File: config.mk
export PLATFORM = sky130hd
export DESIGN_NAME = cpu_instr_sequencer
export DESIGN_NICKNAME = d
export VERILOG_FILES = /design/src/rtl/cpu_instr_sequencer.sv
export SDC_FILE = /design/constraint.sdc
export NUM_CORES = 1
export LEC_CHECK = 0
export CORE_ASPECT_RATIO = 1.5
export CORE_UTILIZATION = 63
export DETAILED_ROUTE_END_ITERATION = 12
export HOLD_SLACK_MARGIN = 0.06
export PLACE_DENSITY = 0.95
export SLEW_MARGIN = 20
export SYNTH_ARGS = -nofsm -noshare
export SYNTH_HDL_FRONTEND = slang
export SYNTH_SLANG_ARGS = --single-unit
File: constraint.sdc
create_clock -name clk -period 6.9 [get_ports clk]
set_input_delay 1.035 -clock clk [delete_from_list [all_inputs] [get_ports clk]]
set_output_delay 1.035 -clock clk [all_outputs]
set_load 0.01 [all_outputs]
File: src/rtl/cpu_instr_sequencer.sv
// Program-side driver for the 8-bit CPU core: buffers a small program, issues one
// instruction word per 4-clock slot and captures the core's result once per slot.
module cpu_instr_sequencer #(
  parameter int DEPTH  = 16,
  parameter int AW     = 4,
  parameter int IW     = 13,
  parameter int DW     = 8,
  parameter int PHASES = 4
) (
  input  logic          clk,
  input  logic          reset,
  input  logic          load_en,
  input  logic [AW-1:0] load_addr,
  input  logic [IW-1:0] load_data,
  input  logic [AW:0]   prog_len,
  input  logic          start,
  input  logic          abort,
  input  logic [DW-1:0] cpu_result,
  output logic [IW-1:0] instr,
  output logic          cpu_rst,
  output logic [AW-1:0] pc,
  output logic          busy,
  output logic [DW-1:0] result,
  output logic          result_valid,
  output logic          done
);

  localparam int            PW      = (PHASES > 1) ? $clog2(PHASES) : 1;
  localparam logic [PW-1:0] PH_LAST = PW'(PHASES - 1);
  localparam logic [AW:0]   DEPTH_L = (AW+1)'(DEPTH);

  localparam logic [1:0] S_IDLE  = 2'd0;
  localparam logic [1:0] S_RUN   = 2'd1;
  localparam logic [1:0] S_DRAIN = 2'd2;

  logic [IW-1:0] mem_q [DEPTH];
  logic          mem_we;

  logic [1:0]    state_q,   state_d;
  logic [AW:0]   len_q,     len_d;
  logic [AW-1:0] pc_q,      pc_d;
  logic [PW-1:0] phase_q,   phase_d;
  logic          cap_q,     cap_d;
  logic [IW-1:0] instr_q,   instr_d;
  logic          cpu_rst_q, cpu_rst_d;
  logic          busy_q,    busy_d;
  logic [DW-1:0] result_q,  result_d;
  logic          rv_q,      rv_d;
  logic          done_q,    done_d;
  logic          pc_last;

  assign pc_last = ({1'b0, pc_q} == (len_q - (AW+1)'(1'b1)));

  // Next-state logic for the issue/capture sequence.
  always_comb begin
    state_d   = state_q;
    len_d     = len_q;
    pc_d      = pc_q;
    phase_d   = phase_q;
    cap_d     = cap_q;
    instr_d   = instr_q;
    cpu_rst_d = cpu_rst_q;
    busy_d    = busy_q;
    result_d  = result_q;
    rv_d      = 1'b0;
    done_d    = 1'b0;
    mem_we    = 1'b0;

    // Result of the previous slot is sampled one clock after its phase-3 edge.
    if (cap_q) begin
      result_d = cpu_result;
      rv_d     = 1'b1;
      cap_d    = 1'b0;
    end else begin
      rv_d     = 1'b0;
    end

    case (state_q)
      S_IDLE: begin
        mem_we = load_en;
        if (start && (prog_len != {(AW+1){1'b0}})) begin
          len_d     = (prog_len > DEPTH_L) ? DEPTH_L : prog_len;
          instr_d   = mem_q[{AW{1'b0}}];
          pc_d      = {AW{1'b0}};
          phase_d   = {PW{1'b0}};
          cpu_rst_d = 1'b0;
          busy_d    = 1'b1;
          state_d   = S_RUN;
        end else begin
          state_d   = S_IDLE;
        end
      end
      S_RUN: begin
        if (abort) begin
          state_d   = S_IDLE;
          cpu_rst_d = 1'b1;
          instr_d   = {IW{1'b0}};
          phase_d   = {PW{1'b0}};
          cap_d     = 1'b0;
          busy_d    = 1'b0;
          rv_d      = 1'b0;
          result_d  = result_q;
        end else if (phase_q == PH_LAST) begin
          phase_d = {PW{1'b0}};
          cap_d   = 1'b1;
          if (pc_last) begin
            state_d = S_DRAIN;
          end else begin
            pc_d    = pc_q + AW'(1'b1);
            instr_d = mem_q[pc_q + AW'(1'b1)];
          end
        end else begin
          phase_d = phase_q + PW'(1'b1);
        end
      end
      S_DRAIN: begin
        cpu_rst_d = 1'b1;
        instr_d   = {IW{1'b0}};
        busy_d    = 1'b0;
        phase_d   = {PW{1'b0}};
        state_d   = S_IDLE;
        if (abort) begin
          cap_d    = 1'b0;
          rv_d     = 1'b0;
          result_d = result_q;
        end else begin
          done_d   = 1'b1;
        end
      end
      default: begin
        state_d   = S_IDLE;
        cpu_rst_d = 1'b1;
        instr_d   = {IW{1'b0}};
        phase_d   = {PW{1'b0}};
        cap_d     = 1'b0;
        busy_d    = 1'b0;
      end
    endcase
  end

  // Program buffer: deliberately not cleared by reset.
  always_ff @(posedge clk) begin
    if (mem_we) begin
      mem_q[load_addr] <= load_data;
    end
  end

  // Sequencer state and registered outputs.
  always_ff @(posedge clk or posedge reset) begin
    if (reset) begin
      state_q   <= S_IDLE;
      len_q     <= {(AW+1){1'b0}};
      pc_q      <= {AW{1'b0}};
      phase_q   <= {PW{1'b0}};
      cap_q     <= 1'b0;
      instr_q   <= {IW{1'b0}};
      cpu_rst_q <= 1'b1;
      busy_q    <= 1'b0;
      result_q  <= {DW{1'b0}};
      rv_q      <= 1'b0;
      done_q    <= 1'b0;
    end else begin
      state_q   <= state_d;
      len_q     <= len_d;
      pc_q      <= pc_d;
      phase_q   <= phase_d;
      cap_q     <= cap_d;
      instr_q   <= instr_d;
      cpu_rst_q <= cpu_rst_d;
      busy_q    <= busy_d;
      result_q  <= result_d;
      rv_q      <= rv_d;
      done_q    <= done_d;
    end
  end

  assign instr        = instr_q;
  assign cpu_rst      = cpu_rst_q;
  assign pc           = pc_q;
  assign busy         = busy_q;
  assign result       = result_q;
  assign result_valid = rv_q;
  assign done         = done_q;

endmodule

# Word level (Yosys, flattened, before mapping)
# Memories as Yosys holds them, arrays and structs flattened.
# Index checks and enable logic that the tools add are counted.
# op_classes
addsub,3
magnitude_cmp,1
eq_ne,13
mux,40
reduce_logical,10
# op_table
op,n
13-bit two-way mux,4
13-bit case mux with 2 select lines,1
8-bit two-way mux,3
1-bit two-way mux,16
4-bit two-way mux,4
2-bit two-way mux,6
"2-bit != test, second input constant",6
"3-bit != test, second input constant",3
2-bit case mux with 2 select lines,2
4-bit case mux with 2 select lines,1
2-bit AND reduction,3
4-bit by 5-bit == test with 1-bit output,1
"5-bit greater-than comparator, second input constant",1
5-bit two-way mux,1
5-bit AND reduction,1
5-bit nonzero test,1
"5-bit by 1-bit subtractor with 5-bit output, second input constant",1
"4-bit by 1-bit adder with 4-bit output, second input constant",1
"2-bit == test, second input constant",2
1-bit case mux with 2 select lines,2
3-bit AND reduction,1
"2-bit by 1-bit adder with 2-bit output, second input constant",1
"2-bit by 1-bit == test with 1-bit output, second input constant",1
2-bit logical NOT,1
other kinds (3),3
# totals
reg_bits,39
ramBits,208
input_bits,35
out_inout_bits,29
word_cells,79
memories,1
# memory_table
name,depth,word_bits,read_ports,rd_ports_with_merged_regs,write_ports,line,rtl
mem_q,16,13,2,0,1,36,logic [IW-1:0] mem_q [DEPTH];

# Longest topological paths before layout
# depth
ltp_word,6
ltp_mapped,9
depth_no_buf,8

# Worst setup path after synthesis
# OpenSTA, ideal clock, no wires.
# synth_path
kind,in2reg
from,input load_addr[3]
to,"memory mem_q[0][0], enable pin"
setup_time_ps,399
arrival_ps,2402
path_slack_ps,4099
path_stages,2
path_cell_list,or3_1 > nor3_1
# synth_rtl
item,line,rtl
"start, declared",13,"input logic [AW-1:0] load_addr,"
"end, declared",36,
# Straight into the memory's write port.

# Worst setup path in the final report
# layout_path
from,"register pc_q[0], in the netlist pc[0]"
to,"register instr_q[9], in the netlist instr[9]"
# layout_between
elab_chain_cells,6
# layout_lines
item,line,rtl
"start, declared",41,"logic [AW-1:0] pc_q, pc_d;"
"start signal, assigned",153,pc_q <= {AW{1'b0}};
"start signal, assigned",165,pc_q <= pc_d;
4-bit by 1-bit adder with 4-bit output,110,instr_d = mem_q[pc_q + AW'(1'b1)];
memory read 16 x 13 bit,-,
13-bit two-way mux,106,if (pc_last) begin
13-bit two-way mux,103,end else if (phase_q == PH_LAST) begin
13-bit two-way mux,94,if (abort) begin
13-bit case mux with 2 select lines,78,case (state_q)
"end signal, assigned",156,instr_q <= {IW{1'b0}};
"end signal, assigned",168,instr_q <= instr_d;
"end, declared",44,"logic [IW-1:0] instr_q, instr_d;"
# Several ways; a longest one is shown, not always the timed one. The select of a mux whose other input is x is not followed.
# A chain may end at the register's enable or synchronous reset.

==> summary.txt <==
Run status
  – Status: completed

Placement
  – PortBufs: 63
  – Final Wtd Congestion: 0.823
  – Pre-CTS WS: 3420 ps
  – HPWL Detailed: 13.0 mm
  – Placed insts: 767

CTS
  – CTS clock-pin slew for the worst setup and hold paths: 80 ps
  – CTS buffer count: 21
  – TritonCTS clock tree: built
  – H-tree levels: 1
  – Post-cts resize count: 0
  – Clock sinks: 247
  – CTS Buffer Depth: 3
  – Worst skew pair latency: 510 ps
  – Setup Buffers After CTS: 0
  – Root cell of the clock tree: clkbuf_16
  – CTS Hold Buffers Added: 0

Detailed routing
  – Initial DRC count: 694
  – Total Routed Length: 23.5 mm
  – WL per Instance: 29.3 µm
  – DRC: 0
  – Count of antenna-violating nets left after detailed routing: 0
  – Routed vias/inst: 6.87
  – Initial DRT Pass Iterations: 5
  – Via count: 5513

Worst hold path
  – Hold depth: 1
  – Hold Path Origin: result[1]$_DFFE_PP0P_
  – Hold Crit Class: flop to flop
  – WHS Endpoint: result[1]$_DFFE_PP0P_

Global route
  – Vias in the first global route: 5895
  – Global-route wire length before repair: 35.6 mm
  – Largest net degree at the start of global routing: 58
  – Grt ovf: 0
  – GRT Total Usage: 0.302
  – Initial antenna violation count: 0

Timing
  – Final hold vios: 0
  – Fin crit period: 3230 ps
  – Worst Tran Pin Value: 932 ps
  – Max frequency: 309 MHz
  – Tcrit/Tclk final: 0.468
  – RSZ-0062 raised after global routing: false
  – Final worst slack: 3670 ps
  – Final setup viols: 0
  – Fin Clk Skew: 23.4 ps
  – Headroom to the max-slew limit: 0.378
  – Setup tns final: 0 ps
  – Final Max Slew Viols: 0

Die
  – Core Footprint: 15200 µm²
  – # rows: 55
  – Die Ht: 156 µm
  – Ports: 64
  – Die span in x: 104 µm
  – Initial Util: 0.652
  – Die area: 16300 µm²

Synthesis
  – Most frequent cell after synthesis: edfxtp_1
  – Post-synth ARST share: 0.158
  – Synthesized flop and latch total: 247
  – Syn nets: 556
  – Register area share after synthesis: 0.728
  – Synth Instances: 515
  – Ys Warns: 0
  – Synth Flop Type: edfxtp_1
  – Syn avg cell area: 19.3 µm²
  – Synth cell count leaders: 208 x edfxtp_1, 52 x mux4_2, 40 x nand2_1
  – Post-synth top area cell: edfxtp_1
  – Yosys top cell area share: 0.630
  – Post-synth EDFFs: 208
  – Count of cell types in the netlist: 42
  – Most area-consuming cells after synthesis: edfxtp_1 63%, mux4_2 12%, dfrtp_1 9.6%
  – Netlist Area Pre-Place: 9920 µm²

Setup path
  – Worst reg2reg path depth: 7
  – Worst R2R End: instr[9]$_DFFE_PP0P_
  – Worst R2R Setup Slack: 3670 ps
  – Critical path startpoint: pc[0]$_DFFE_PP0P_
  – WP data required: 7270 ps
  – Worst r2r src: pc[0]$_DFFE_PP0P_
  – Worst-path fanout max: 52
  – Worst setup EP type: flop
  – CP Class: flop to flop
  – Crit start category: flop
  – Worst EP arrival: 3600 ps

Finish
  – N_diodes: 0
  – Fin cells: 803
  – Share of post-route cells with drive strength above 1: 0.215
  – Fin util: 0.757
  – Layout area overhead: 16.0%
  – Fillers: 710
  – Nets: 633

Power and ir drop
  – Leakage: 4.06 nW
  – Power density over cell area: 270 nW/µm²
  – Post-route total power: 3.11 mW
  – Max VDD drop: 0.000170 V

Flow run
  – Max-Cap Viols: 0
==> registers in the layout, indices dropped and copies added (netlist names) <==
signal        count
result            8
len_q             5
phase_q           2
pc                4
instr            13
mem_q           208
busy              1
result_valid      1
cap_q             1
done              1
cpu_rst           1
state_q           2
==> how the worst max path moves through the flow <==
stage,to,slack [ps],cells after the start
after CTS,instr[3]$_DFFE_PP0P_,3300,7
final,instr[9]$_DFFE_PP0P_,3670,7
after floorplan,mem_q[0][0]$_DFFE_PP_,4100,2
after detailed placement,instr[8]$_DFFE_PP0P_,3420,7
after global placement,instr[7]$_DFFE_PP0P_,3510,7
after global routing,instr[3]$_DFFE_PP0P_,3600,7
==> metal layers <==
layer | GRT usage | vias to the layer above | part of all wire
met5 | 0 | - | 0
met4 | 0.163 | 0 | 0.053
met3 | 0.0455 | 98 | 0.087
met2 | 0.518 | 457 | 0.52
met1 | 0.372 | 2761 | 0.34
li1 | - | 2197 | -
==> through the flow <==
| step | hold slack, ps | cell area [µm²] |
|---|---|---|
| global placement | 484 | 10800 |
| CTS | 511 | 11500 |
| global route | 533 | 11500 |
| finish | 505 | 11500 |
| floorplan | 472 | 9920 |
| detailed placement | 496 | 10800 |
==> worst max-delay path, stage by stage, from the launching register on <==
cell and delay (ps):
dfrtp_4 710, ha_2 440, buf_4 620, mux4_2 440, mux2i_1 220, nand2_1 100, and3_1 210, a221o_1 300
==> placed cells by master, fill, tap and decap left out, drive strengths merged, types with 6 or more instances in the layout <==
master and instances:
a221o 13, and3 13, buf 13, clkbuf 23, clkdlybuf4s50 63, clkinv 6, dfrtp 38, edfxtp 208
ha 6, inv 10, mux2 12, mux2i 29, mux4 52, nand2 42, nand2b 7, nor2 15
nor3 7, o21ai 8
==> report_power, final <==
group          switching (mW)  internal (mW)  total [mW]
clock                   0.523          0.672        1.20
combinational           0.123         0.0971       0.220
sequential             0.0302           1.66        1.69
==> logic make-up after synthesis <==
kind of cell	synth area share
compound gates	0.0255
buf+inv	0.0175
xor+xnor	0.00896
flops	0.728
simple gates	0.0510
mux	0.161
fa+ha+maj	0.00757
==> area by class of cell <==
class | count | area, µm² | area share
Clock inverter | 12 | 148 | 0.0128
Clock buffer | 23 | 533 | 0.0463
Multi-Input combinational cell | 236 | 2570 | 0.223
Timing Repair Buffer | 76 | 741 | 0.0644
Sequential cell | 247 | 7230 | 0.628
Inverter | 10 | 37.5 | 0.00326
Tap cell | 199 | 249 | 0.0216
Power figures use the tool's default switching activity.
